**config.mk**
```make
export PLATFORM = sky130hd
export DESIGN_NAME = run_detector_flat
export DESIGN_NICKNAME = d
export VERILOG_FILES = /design/src/rtl/run_det_pkg.sv /design/src/rtl/run_detector_if.sv /design/src/rtl/run_detector_sat_counter.sv /design/src/rtl/run_detector.sv /design/src/flat_wrapper.sv
export SDC_FILE = /design/constraint.sdc
export NUM_CORES = 1
export LEC_CHECK = 0
export CORE_MARGIN = 3
export CORE_UTILIZATION = 54
export DETAILED_ROUTE_END_ITERATION = 16
export PLACE_DENSITY = 0.83
export REMOVE_ABC_BUFFERS = 1
export SYNTH_ARGS = -nofsm -noshare
export SYNTH_HDL_FRONTEND = slang
export SYNTH_HIERARCHICAL = 1
export SYNTH_SLANG_ARGS = --single-unit
```
**constraint.sdc**
```tcl
create_clock -name clk -period 8.5 [get_ports clk]
set_clock_uncertainty 0.15 [all_clocks]
set_input_delay 2.55 -clock clk [delete_from_list [all_inputs] [get_ports clk]]
set_output_delay 2.55 -clock clk [all_outputs]
set_load 0.02 [all_outputs]
```
**src/rtl/run_det_pkg.sv**
```systemverilog
// Shared types and constants for the run-length detector.
//   sym_state_t : polarity of the run being tracked (IDLE / ZEROS / ONES)
//   MODE_*      : polarity mask applied to the match output
//   permitted() : whether a given mode lets a run of the given polarity match
package run_det_pkg;

  typedef enum logic [1:0] {
    IDLE  = 2'b00,
    ZEROS = 2'b01,
    ONES  = 2'b10
  } sym_state_t;

  localparam logic [1:0] MODE_BOTH  = 2'b00;
  localparam logic [1:0] MODE_ONES  = 2'b01;
  localparam logic [1:0] MODE_ZEROS = 2'b10;
  localparam logic [1:0] MODE_OFF   = 2'b11;

  function automatic logic permitted(input logic [1:0] mode, input sym_state_t s);
    case (s)
      ZEROS:   return (mode == MODE_BOTH) || (mode == MODE_ZEROS);
      ONES:    return (mode == MODE_BOTH) || (mode == MODE_ONES);
      default: return 1'b0;
    endcase
  endfunction

endpackage

```
**src/rtl/run_detector_if.sv**
```systemverilog
// Signal bundle between the sample source / status consumer and run_detector.
//   en, w, mode, clr_hits : sample strobe, data bit, polarity mode, hit clear
//   z, z_sym, run_cnt, hits : match flag, run polarity, run length, match count
// master drives the inputs and observes status; slave is the detector.
interface run_detector_if #(
  parameter int unsigned RUN_LEN = 4,
  parameter int unsigned HIT_W   = 8
);
  localparam int unsigned CNT_W = $clog2(RUN_LEN + 1);

  logic             en;
  logic             w;
  logic [1:0]       mode;
  logic             clr_hits;
  logic             z;
  logic             z_sym;
  logic [CNT_W-1:0] run_cnt;
  logic [HIT_W-1:0] hits;

  modport master (
    output en, w, mode, clr_hits,
    input  z, z_sym, run_cnt, hits
  );

  modport slave (
    input  en, w, mode, clr_hits,
    output z, z_sym, run_cnt, hits
  );
endinterface

```
**src/rtl/run_detector_sat_counter.sv**
```systemverilog
// Saturating up-counter with synchronous active-low reset.
//   clr   : force to 0 (to 1 if inc is also asserted)
//   load1 : force to 1
//   inc   : increment, holding at MAX
//   q     : counter value
module sat_counter #(
  parameter int unsigned   W   = 8,
  parameter logic [W-1:0]  MAX = '1
) (
  input  logic         clk,
  input  logic         reset_n,
  input  logic         clr,
  input  logic         load1,
  input  logic         inc,
  output logic [W-1:0] q
);

  always_ff @(posedge clk) begin
    if (!reset_n) begin
      q <= '0;
    end else if (clr) begin
      q <= inc ? W'(1) : '0;
    end else if (load1) begin
      q <= W'(1);
    end else if (inc && (q != MAX)) begin
      q <= q + W'(1);
    end
  end

endmodule

```
**src/rtl/run_detector.sv**
```systemverilog
// Run-length detector for a serial bit stream.
//   clk, reset_n : clock, synchronous active-low reset
//   bus (slave)  : en/w sample input, mode polarity mask, clr_hits;
//                  z match flag (Moore, masked by mode), z_sym run polarity,
//                  run_cnt saturating run length, hits saturating match count
module run_detector
  import run_det_pkg::*;
#(
  parameter  int unsigned RUN_LEN = 4,
  parameter  int unsigned HIT_W   = 8,
  localparam int unsigned CNT_W   = $clog2(RUN_LEN + 1)
) (
  input  logic            clk,
  input  logic            reset_n,
  run_detector_if.slave   bus
);

  localparam logic [CNT_W-1:0] RUN_MAX = CNT_W'(RUN_LEN);

  sym_state_t       sym_state;
  sym_state_t       sym_next;
  logic [CNT_W-1:0] run_cnt;
  logic [CNT_W-1:0] cnt_next;
  logic [HIT_W-1:0] hits;
  logic             cnt_load1;
  logic             cnt_inc;
  logic             z_now;
  logic             z_next;
  logic             z_acc;
  logic             hit_entry;

  // sym_next is never IDLE, so a change of state covers both the first
  // sample after IDLE and a polarity flip.
  always_comb begin
    sym_next  = sym_state;
    cnt_next  = run_cnt;
    cnt_load1 = 1'b0;
    cnt_inc   = 1'b0;
    if (bus.en) begin
      sym_next = bus.w ? ONES : ZEROS;
      if (sym_next != sym_state) begin
        cnt_load1 = 1'b1;
        cnt_next  = CNT_W'(1);
      end else begin
        cnt_inc = 1'b1;
        if (run_cnt != RUN_MAX) cnt_next = run_cnt + CNT_W'(1);
      end
    end
  end

  assign z_now  = (run_cnt == RUN_MAX) && permitted(bus.mode, sym_state);
  assign z_next = (cnt_next == RUN_MAX) && permitted(bus.mode, sym_next);

  // z_acc remembers the z value already accounted for at the last edge
  // (evaluated with the mode of that cycle). Comparing against it rather
  // than the live z makes a mode-driven rise of z count exactly once, at
  // the following edge, while sample-driven rises count at their own edge.
  assign hit_entry = z_next && !z_acc;

  always_ff @(posedge clk) begin
    if (!reset_n) begin
      sym_state <= IDLE;
      z_acc     <= 1'b0;
    end else begin
      sym_state <= sym_next;
      z_acc     <= z_next;
    end
  end

  sat_counter #(
    .W   (CNT_W),
    .MAX (RUN_MAX)
  ) u_run_cnt (
    .clk     (clk),
    .reset_n (reset_n),
    .clr     (1'b0),
    .load1   (cnt_load1),
    .inc     (cnt_inc),
    .q       (run_cnt)
  );

  sat_counter #(
    .W   (HIT_W),
    .MAX ('1)
  ) u_hits (
    .clk     (clk),
    .reset_n (reset_n),
    .clr     (bus.clr_hits),
    .load1   (1'b0),
    .inc     (hit_entry),
    .q       (hits)
  );

  assign bus.z       = z_now;
  assign bus.z_sym   = (sym_state == ONES);
  assign bus.run_cnt = run_cnt;
  assign bus.hits    = hits;

endmodule

```
**src/flat_wrapper.sv**
```systemverilog
// flat-port wrapper written by rule: the top's interface ports become plain ports
module run_detector_flat import run_det_pkg::*;
#(
  parameter  int unsigned RUN_LEN = 4,
  parameter  int unsigned HIT_W   = 8,
  localparam int unsigned CNT_W   = $clog2(RUN_LEN + 1)
)
  (clk, reset_n, bus_en, bus_w, bus_mode, bus_clr_hits, bus_z, bus_z_sym, bus_run_cnt, bus_hits);
  run_detector_if #(.RUN_LEN(RUN_LEN), .HIT_W(HIT_W)) bus_i ();
  input  logic clk;
  input  logic reset_n;
  input wire logic [$bits(bus_i.en)-1:0] bus_en;
  input wire logic [$bits(bus_i.w)-1:0] bus_w;
  input wire logic [$bits(bus_i.mode)-1:0] bus_mode;
  input wire logic [$bits(bus_i.clr_hits)-1:0] bus_clr_hits;
  output wire logic [$bits(bus_i.z)-1:0] bus_z;
  output wire logic [$bits(bus_i.z_sym)-1:0] bus_z_sym;
  output wire logic [$bits(bus_i.run_cnt)-1:0] bus_run_cnt;
  output wire logic [$bits(bus_i.hits)-1:0] bus_hits;
  assign bus_i.en = bus_en;
  assign bus_i.w = bus_w;
  assign bus_i.mode = bus_mode;
  assign bus_i.clr_hits = bus_clr_hits;
  assign bus_z = bus_i.z;
  assign bus_z_sym = bus_i.z_sym;
  assign bus_run_cnt = bus_i.run_cnt;
  assign bus_hits = bus_i.hits;
  run_detector #(.RUN_LEN(RUN_LEN), .HIT_W(HIT_W)) u_core (.clk(clk), .reset_n(reset_n), .bus(bus_i));
endmodule
```
==> results by group, run 1 <==
Run status
  • Status: finished clean

Clock network
  • Hold_buf cts: 0
  • Clock Latency Late Sink: approximately 0.27 ns
  • PostCTS Resize Cnt: 0
  • Root Buffer: clkbuf_4
  • CTS tree: yes
  • Clock Path Buffers: 2
  • H-tree Lvls: 1
  • CTS sink count: 14
  • Number of CTS-inserted buffers: 3
  • CTS clk-pin slew, worst paths: about 0.08 ns
  • Post-CTS setup buffer count: 0

Min path
  • Hold Path Class: flip-flop to flip-flop

Layout
  • Most common cell after layout, fill and taps aside: clkdlybuf4s50_1
  • Antenna Cells: 0
  • Final net count: between 150 and 200
  • Util after Layout: roughly 72%
  • Commonest non-fill, non-tap cells in the layout: clkdlybuf4s50_1, inv_1, dfxtp_1, nand2_1, ha_1
  • Filler instances: 160
  • Fin cells: approximately 170
  • Area growth, synth to finish: 25.00%
  • Layout cells sized above 1: around an eighth

Setup path
  • Crit-path max FO: 2
  • Worst path slowest cell: clkdlybuf4s50_1
  • Startpoint types: input port
  • Critical path capture point type: output port
  • CP Class: input port to output port
  • Cell-by-cell trace of the critical path: clkdlybuf4s50_1, inv_1, a22oi_1, nor3_1, clkdlybuf4s50_1
  • Top delay family on crit path: buffers and inverters
  • WP buf/inv: 3
  • CP peak stage delay: around 0.63 ns
  • Crit path DAT: slightly below 4 ns
  • CP dominant cell by count: clkdlybuf4s50_1
  • Setup slack, reg-to-reg: 5.25 ns
  • Critical Path RT: between 5 and 6 ns

STA
  • Setup TNS: 0 ns
  • Measured slew at the worst slew-check pin: between 0.6 and 0.7 ns
  • Setup violators final: 0
  • Max-slew violations: 0
  • Max Fclk: roughly 150 MHz
  • Min Tclk post-route: about 6.6 ns
  • Final Cycle Share: 77.46%
  • Final hold violations: 0
  • RSZ-0062 raised after global routing: false
  • Slew margin rel.: 55.95%
  • Hold WS: about 0.36 ns

Synth
  • Post-synth top flop: dfxtp_1
  • Synth Register Bits: 14
  • Synth cell types: 39
  • Synth Area in Compound Gates: 19.61%
  • Simple-gate share of the synthesized area: 29.90%
  • Area share of xor/xnor cells in the synthesized design: 0%
  • Mux share of post-synthesis cell area: around 5%
  • Synth Area in Adders: 11.03%
  • Sequential area share after synthesis: a little over a quarter
  • Largest family of logic cells by synthesized area: simple AND/OR/NAND/NOR gates
  • Fraction of registers with async set/reset: 0%
  • Mapped cell area: between 1000 and 1500 um2
  • Synthesized area per cell: between 8 and 9 um2
  • Synth warnings: 6
  • Syn Inst Count: about 120
  • Number of synthesized flops with an enable pin: 0

Floorplan
  • Die X: between 40 and 50 um
  • # rows: 15
  • Die area: approximately 2400 um2
  • Overall die height: approximately 49 um
  • Core footprint: 1764 um2
  • Initial Utilization: 57.87%
  • I/O Pins: 20

Power and ir drop
  • Total power: 0.0001269 W
  • Static leakage: around 0.49 nW
  • Worst VDD drop: 0.07152 mV
  • Pwr Density: between 90 and 100 nW/um2

Route
  • Routed len/inst: roughly 12 um
  • Routed Antenna Nets: 0
  • Final routed DRC violation total: 0
  • Drt pass-1 iters: 4
  • Routed vias/inst: between 5 and 6
  • Initial DRC Count: 22
  • Final WL: between 2000 and 2500 um
  • Via count: 908

Global routing
  • Vias in the first global route: between 800 and 900
  • GRT Total Usage: around 20%
  • Total grt overflow: 0
  • First-pass GRT wire length: roughly 3700 um
  • Pin count of the biggest net entering global routing: 10
  • Initial antenna violation count: 0

Place
  • Cells after DPL: roughly 170
  • Gpl congestion: 0.7888
  • Hpwl dp: around 1600 um
  • IO Port Bufs: 19

Run
  • Total of max-cap violations: 0
[worst register-to-register path: stages (launching register included)]
cell,delay [ns]
dfxtp_1,0.41
nor2_1,0.07
a21oi_1,0.22
inv_1,0.08
ha_1,0.29
a2111o_1,0.43
a2111oi_2,0.61
nand3_2,0.20
or4_1,0.50
and3_1,0.19
[cell type report]
class,instances,area [um2],share of cell area [%]
well taps,25,31.28,2.451
repair buffers,19,190.2,14.90
inverters,15,57.56,4.510
multi-input cells,93,694.4,54.41
flip-flops and latches,14,280.3,21.96
clock buffers,3,22.52,1.765
[final timing paths]
kind | startpoint | end | cells past startpoint
hold / removal | u_core/u_hits/q[1]$_SDFFE_PN0P_ | u_core/u_hits/q[1]$_SDFFE_PN0P_ | 2
setup reg to reg | u_core/sym_state[0]$_SDFF_PN0_ | u_core/u_hits/q[6]$_SDFFE_PN0P_ | 9
hold reg to reg | u_core/u_hits/q[1]$_SDFFE_PN0P_ | u_core/u_hits/q[1]$_SDFFE_PN0P_ | 2
setup / recovery | bus_mode[1] | bus_z | 5
[cells by family after synthesis]
kind of cell	after synthesis
AND/OR/NAND/NOR	46
AO/OA/AOI/OAI	26
buffers and inverters	16
flip-flops	14
adder cells (fa/ha/maj)	9
multiplexers	5
other	1
[registers in the layout (all words and copies together), names as in the netlist]
register / cells
u_core/u_hits/q: 8
u_core/u_run_cnt/q: 3
u_core/z_acc: 1
u_core/sym_state: 2
[synthesized netlist by cell type, types with 2 or more instances]
cell type	n	area [um2]
nand2_1	10	37.54
a21boi_2	2	22.52
mux2i_1	5	50.05
a2111oi_2	2	30.03
a21oi_1	8	40.04
nand2b_1	2	12.51
and2_1	4	25.02
inv_1	14	52.55
a211oi_1	2	15.01
ha_1	9	112.6
and4b_1	2	20.02
nor2_1	7	26.28
o21ai_0	5	25.02
nor3_1	4	20.02
dfxtp_1	14	280.3
and3_1	3	18.77
nor3b_2	2	25.02
[where the power goes]
part	leakage [nW]	switching [W]	internal, W
sequential	0.114	0.00000189	0.0000667
combinational	0.359	0.0000115	0.0000101
clock	0.0138	0.0000203	0.0000164
total	0.486	0.0000337	0.0000932
[stage by stage]
| step | instance area, um2 | setup slack (ns) |
|---|---|---|
| finish | 1276 | 1.916 |
| global route | 1276 | 1.846 |
| CTS | 1276 | 1.912 |
| detailed placement | 1254 | 1.919 |
| global placement | 1254 | 1.931 |
| floorplan | 1032 | 2.638 |
[layer usage]
metal | track usage (%) | wire, um | vias to the layer above
li1 | - | - | 470
met3 | 5.438 | 86 | 2
met4 | 8.295 | 17 | 0
met1 | 22.68 | 928 | 419
met5 | 0 | 0 | -
met2 | 33.48 | 1054 | 17
No activity file was read; power rests on OpenSTA's default activity.
==> run 2: changes to the inputs <==
--- a/config.mk
+++ b/config.mk
@@ -6,9 +6,9 @@
 export NUM_CORES = 1
 export LEC_CHECK = 0
 export CORE_MARGIN = 3
-export CORE_UTILIZATION = 54
+export CORE_UTILIZATION = 45
 export DETAILED_ROUTE_END_ITERATION = 16
-export PLACE_DENSITY = 0.83
+export PLACE_DENSITY = 0.74
 export REMOVE_ABC_BUFFERS = 1
 export SYNTH_ARGS = -nofsm -noshare
 export SYNTH_HDL_FRONTEND = slang
==> constraint.sdc (replaced) <==
create_clock -name clk -period 5.98 [get_ports clk]
set_clock_uncertainty 0.15 [all_clocks]
set_input_delay 1.794 -clock clk [delete_from_list [all_inputs] [get_ports clk]]
set_output_delay 1.794 -clock clk [all_outputs]
set_load 0.02 [all_outputs]
==> run 2 against run 1 <==
  * Worst hold slack improved by 0.0044 ns
  * Critical path type unchanged
  * Register-to-register slack got worse by 2.5 ns
  * Worst setup slack got worse by 1.0 ns
  * Largest power group unchanged
  * Die area rose by 17%
  * Critical path depth did not move
  * Critical endpoint unchanged
  * Clock power rose by 83%
  * Highest routed layer unchanged
  * Clock-buffer cell count rose by 1
==> results by group, run 2 (synthesis results as in run 1) <==
Run status
  • Status: finished clean

Clock network
  • Number of CTS-inserted buffers: 3
  • H-tree Lvls: 1
  • CTS sink count: 14
  • CTS clk-pin slew, worst paths: about 0.090 ns
  • Post-CTS setup buffer count: 0
  • Root Buffer: clkbuf_4
  • PostCTS Resize Cnt: 0
  • Clock Path Buffers: 2
  • Clock Latency Late Sink: around 0.28 ns
  • Hold_buf cts: 0
  • CTS tree: yes

Route
  • Routed vias/inst: 5.273
  • Via count: between 900 and 1k
  • Routed len/inst: around 12 um
  • Final WL: about 2100 um
  • Routed Antenna Nets: 0
  • Final routed DRC violation total: 0
  • Drt pass-1 iters: 4
  • Initial DRC Count: 8

Floorplan
  • Die area: 2876 um2
  • # rows: 16
  • Overall die height: 53.63 um
  • Initial Utilization: between 40% and 50%
  • Core footprint: ~2100 um2
  • Die X: ~54 um
  • I/O Pins: 20

Power and ir drop
  • Switching Fraction: between 20 and 30%
  • Worst VDD drop: approximately 0.11 mV
  • Sequential share of power: about half
  • Comb pwr share: 15.8%
  • Pwr Density: roughly 150 nW/um2
  • Clock power frac: 34.3%
  • Static leakage: approximately 0.49 nW
  • Int Power: around 0.00015 W
  • NetSw: 0.00004906 W

Setup path
  • Top delay family on crit path: buffers and inverters
  • Critical Path RT: slightly above 4 ns
  • CP dominant cell by count: clkdlybuf4s50_1
  • CP Class: input port to output port
  • Crit path DAT: around 3.1 ns
  • Crit-path max FO: 2
  • Startpoint types: input port
  • Critical path capture point type: output port
  • Worst path slowest cell: clkdlybuf4s50_1
  • Cell-by-cell trace of the critical path: clkdlybuf4s50_1, inv_1, a22oi_1, nor3_1, clkdlybuf4s50_1
  • CP peak stage delay: about 0.63 ns
  • WP buf/inv: 3

Layout
  • Most common cell after layout, fill and taps aside: clkdlybuf4s50_1
  • Final net count: around 160
  • Max reg flops: 8
  • Antenna Cells: 0
  • Biggest register: u_core/u_hits/q
  • Layout cells sized above 1: a little over an eighth
  • Top flop regs: u_core/u_hits/q: 8 flops, u_core/u_run_cnt/q: 3 flops, u_core/sym_state: 2 flops
  • Commonest non-fill, non-tap cells in the layout: clkdlybuf4s50_1, inv_1, dfxtp_1, nand2_1, ha_1
  • Area growth, synth to finish: 26.59%

Place
  • Hpwl dp: approximately 1600 um
  • Gpl congestion: 0.8159
  • Setup WS pre-CTS: 0.6629 ns
  • IO Port Bufs: 19

STA
  • Setup TNS: 0 ns
  • Final Cycle Share: between 80% and 90%
  • Measured slew at the worst slew-check pin: ~0.60 ns
  • Min Tclk post-route: around 5 ns
  • PnR worst setup slack: between 0.8 and 0.9 ns
  • Max Fclk: ~200 MHz
  • Setup violators final: 0
  • Final hold violations: 0
  • RSZ-0062 raised after global routing: false
  • Max-slew violations: 0
  • Slew margin rel.: 59.67%

Min path
  • Hold Path Class: flip-flop to flip-flop

Run
  • Total of max-cap violations: 0

Global routing
  • Pin count of the biggest net entering global routing: 10
  • First-pass GRT wire length: between 3000 and 4000 um
  • Initial antenna violation count: 0
  • Total grt overflow: 0
  • Vias in the first global route: 890
  • GRT Total Usage: between 10% and 20%
## run 2: cell types whose count changed in the layout (fill, tap and decap cells not counted), sizes merged
cell	before	now
clkbuf	3	4
## run 2: area by class of cell
class,count,area (um2)
fillers,184,769.5
multi-input cells,93,694.4
flip-flops and latches,14,280.3
repair buffers,19,190.2
inverters,15,57.56
clock buffers,4,36.28
well taps,27,33.78
## run 2: stage by stage
stage	instance area (um2)	total power (W)	util (%)	cells	hold WS [ns]
global placement	1256	0.0001291	60.92	168	0.3424
global route	1292	0.0002073	62.68	172	0.4064
detailed placement	1256	0.0001302	60.92	168	0.3517
floorplan	1032	0.0001183	-	122	0.4083
finish	1292	0.0001952	62.68	172	0.3612
CTS	1292	0.0001989	62.68	172	0.3649
## run 2: power by group through the flow
stage                     sequential [W]  clock [W]  combinational, W
after floorplan                 0.000100          0         0.0000184
after global placement         0.0000996          0         0.0000294
after detailed placement       0.0000996          0         0.0000306
after CTS                      0.0000974  0.0000707         0.0000308
after global routing           0.0000979  0.0000752         0.0000342
final                          0.0000975  0.0000670         0.0000308
## run 2: final timing paths
kind | from | slack [ns] | depth (start not counted) | to
min | u_core/u_hits/q[5]$_SDFFE_PN0P_ | 0.36 | 2 | u_core/u_hits/q[5]$_SDFFE_PN0P_
max reg2reg | u_core/sym_state[0]$_SDFF_PN0_ | 2.77 | 9 | u_core/u_hits/q[6]$_SDFFE_PN0P_
max | bus_mode[1] | 0.89 | 5 | bus_z
min reg2reg | u_core/u_hits/q[5]$_SDFFE_PN0P_ | 0.36 | 2 | u_core/u_hits/q[5]$_SDFFE_PN0P_
## run 2: metal layers
layer  vias to the layer above  part of all wire [%]  track usage, %
met1                       410                    44           19.26
met4                         0                   1.2           9.787
met5                         -                     0               0
li1                        469                     -               -
met2                        24                    51           29.80
met3                         4                   4.0           2.770
## run 2: worst reg2reg max path, cell delays in order, from the launching register on
cell,delay (ns)
dfxtp_1,0.39
nor2_1,0.07
a21oi_1,0.24
inv_1,0.08
ha_1,0.30
a2111o_1,0.43
a2111oi_2,0.56
nand3_2,0.20
or4_1,0.50
and3_1,0.19
==> run 3: changes to the inputs <==
--- a/config.mk
+++ b/config.mk
@@ -8,8 +8,9 @@
 export CORE_MARGIN = 3
 export CORE_UTILIZATION = 45
 export DETAILED_ROUTE_END_ITERATION = 16
-export PLACE_DENSITY = 0.74
+export PLACE_DENSITY = 0.72
 export REMOVE_ABC_BUFFERS = 1
+export SKIP_LAST_GASP = 1
 export SYNTH_ARGS = -nofsm -noshare
 export SYNTH_HDL_FRONTEND = slang
 export SYNTH_HIERARCHICAL = 1
==> run 3 against run 2 <==
  * Non-clock buffer count unchanged
  * Total power grew 0.78%
  * Combinational power about the same
  * Cell count unchanged
  * Register-to-register slack improved by 0.02 ns
  * Flip-flop and latch count unchanged
  * Highest routed layer unchanged
==> results by group, run 3 (synthesis results as in run 1) <==
Clock network
  • CTS sink count: 14
  • Number of CTS-inserted buffers: 3
  • Root Buffer: clkbuf_4
  • Post-CTS setup buffer count: 0
  • PostCTS Resize Cnt: 0
  • Clock Path Buffers: 2
  • Clock Latency Late Sink: 0.28 ns
  • CTS clk-pin slew, worst paths: approximately 0.08 ns
  • H-tree Lvls: 1
  • CTS tree: yes
  • Hold_buf cts: 0

Layout
  • Biggest register: u_core/u_hits/q
  • Fin area: approximately 1300 um2
  • Layout cells sized above 1: a little over an eighth
  • Area growth, synth to finish: 26.59%
  • Filler instances: between 150 and 200
  • Antenna Cells: 0
  • Commonest non-fill, non-tap cells in the layout: clkdlybuf4s50_1, inv_1, dfxtp_1, nand2_1, ha_1
  • Max reg flops: 8
  • Top flop regs: u_core/u_hits/q: 8 flops, u_core/u_run_cnt/q: 3 flops, u_core/sym_state: 2 flops
  • Most common cell after layout, fill and taps aside: clkdlybuf4s50_1
  • Final net count: 162

Setup path
  • CP peak stage delay: 0.63 ns
  • CP Class: input port to output port
  • WP buf/inv: 3
  • Critical Path RT: between 4 and 5 ns
  • Worst path slowest cell: clkdlybuf4s50_1
  • CP dominant cell by count: clkdlybuf4s50_1
  • Top delay family on crit path: buffers and inverters
  • Critical path capture point type: output port
  • Crit path DAT: between 3 and 4 ns
  • Cell-by-cell trace of the critical path: clkdlybuf4s50_1, inv_1, a22oi_1, nor3_1, clkdlybuf4s50_1
  • Startpoint types: input port
  • Crit-path max FO: 2

STA
  • Setup violators final: 0
  • Min Tclk post-route: 5.091 ns
  • RSZ-0062 raised after global routing: false
  • Final hold violations: 0
  • Slew margin rel.: 55.30%
  • Final Cycle Share: a little under nine tenths
  • Max Fclk: just under 200 MHz
  • Setup TNS: 0 ns
  • Max-slew violations: 0
  • Measured slew at the worst slew-check pin: ~0.67 ns

Power and ir drop
  • Clock power frac: approximately a third
  • Pwr Density: 152.2 nW/um2
  • Switching Fraction: approximately 26%
  • Sequential share of power: around half
  • Worst VDD drop: about 0.12 mV
  • Int Power: approximately 0.00015 W
  • NetSw: just over 0.00005 W
  • Comb pwr share: ~16%
  • Static leakage: around 0.49 nW

Place
  • Hpwl dp: between 1500 and 2000 um
  • DP Area: 1256 um2
  • Gpl congestion: about 0.81
  • IO Port Bufs: 19

Route
  • Final WL: 2042 um
  • Via count: approximately 910
  • Routed len/inst: around 12 um
  • Routed Antenna Nets: 0
  • Final routed DRC violation total: 0
  • Drt pass-1 iters: 4
  • Routed vias/inst: roughly 5.3
  • Initial DRC Count: 12

Floorplan
  • # rows: 16
  • Die area: 2876 um2
  • Die X: 53.63 um
  • I/O Pins: 20
  • Initial Utilization: slightly below 50%
  • Core footprint: 2062 um2
  • Overall die height: approximately 54 um

Global routing
  • GRT Total Usage: between 15 and 20%
  • Vias in the first global route: between 800 and 900
  • Pin count of the biggest net entering global routing: 10
  • Total grt overflow: 0
  • First-pass GRT wire length: about 3400 um
  • Initial antenna violation count: 0

Min path
  • Hold Path Class: flip-flop to flip-flop

Run status
  • Status: finished clean

Run
  • Total of max-cap violations: 0
[run 3: cell counts in the layout (fill, tap and decap cells not counted)]
No cell type changed its count.
[run 3: routing by layer]
metal	vias up	track usage [%]	part of all wire (%)
li1	471	-	-
met1	410	19.66	48
met2	20	27.96	47
met3	4	1.939	3.5
met4	0	8.936	1.7
met5	-	0	0
[run 3: final timing paths]
kind / startpoint / endpoint / slack, ns / cells past startpoint
setup / recovery: bus_mode[0] / bus_z / 0.89 / 5
hold / removal: u_core/u_hits/q[5]$_SDFFE_PN0P_ / u_core/u_hits/q[5]$_SDFFE_PN0P_ / 0.36 / 2
setup reg to reg: u_core/sym_state[0]$_SDFF_PN0_ / u_core/u_hits/q[6]$_SDFFE_PN0P_ / 2.79 / 9
hold reg to reg: u_core/u_hits/q[5]$_SDFFE_PN0P_ / u_core/u_hits/q[5]$_SDFFE_PN0P_ / 0.36 / 2
[run 3: area by class of cell]
cell class              count  area [um2]  area share (%)
flip-flops and latches     14       280.3           21.68
well taps                  27       33.78           2.614
inverters                  15       57.56           4.453
repair buffers             19       190.2           14.71
clock buffers               4       36.28           2.807
multi-input cells          93       694.4           53.73
[run 3: metrics by stage]
stage                     total power [W]  utilization, %  setup WS, ns  instances  hold slack, ns
final                           0.0001967           62.68        0.8887        172          0.3639
after global routing            0.0002072           62.68        0.6994        172          0.4070
after CTS                       0.0001997           62.68        0.8842        172          0.3603
after detailed placement        0.0001300           60.92        0.6134        168          0.3499
after global placement          0.0001292           60.92        0.7954        168          0.3404
after floorplan                 0.0001183               -         1.630        122          0.4083
[run 3: power groups by stage]
stage | Sequential [W] | Combinational, W | Clock (W)
after global routing | 0.0000980 | 0.0000342 | 0.0000750
after CTS | 0.0000975 | 0.0000305 | 0.0000716
final | 0.0000975 | 0.0000305 | 0.0000687
after floorplan | 0.000100 | 0.0000184 | 0
after detailed placement | 0.0000997 | 0.0000304 | 0
after global placement | 0.0000997 | 0.0000295 | 0
[run 3: worst min-delay path, delay by kind of cell, from the launching register on]
family        cells  cell delay [ns]
simple gates      1             0.07
mux               1             0.05
flops             1             0.35
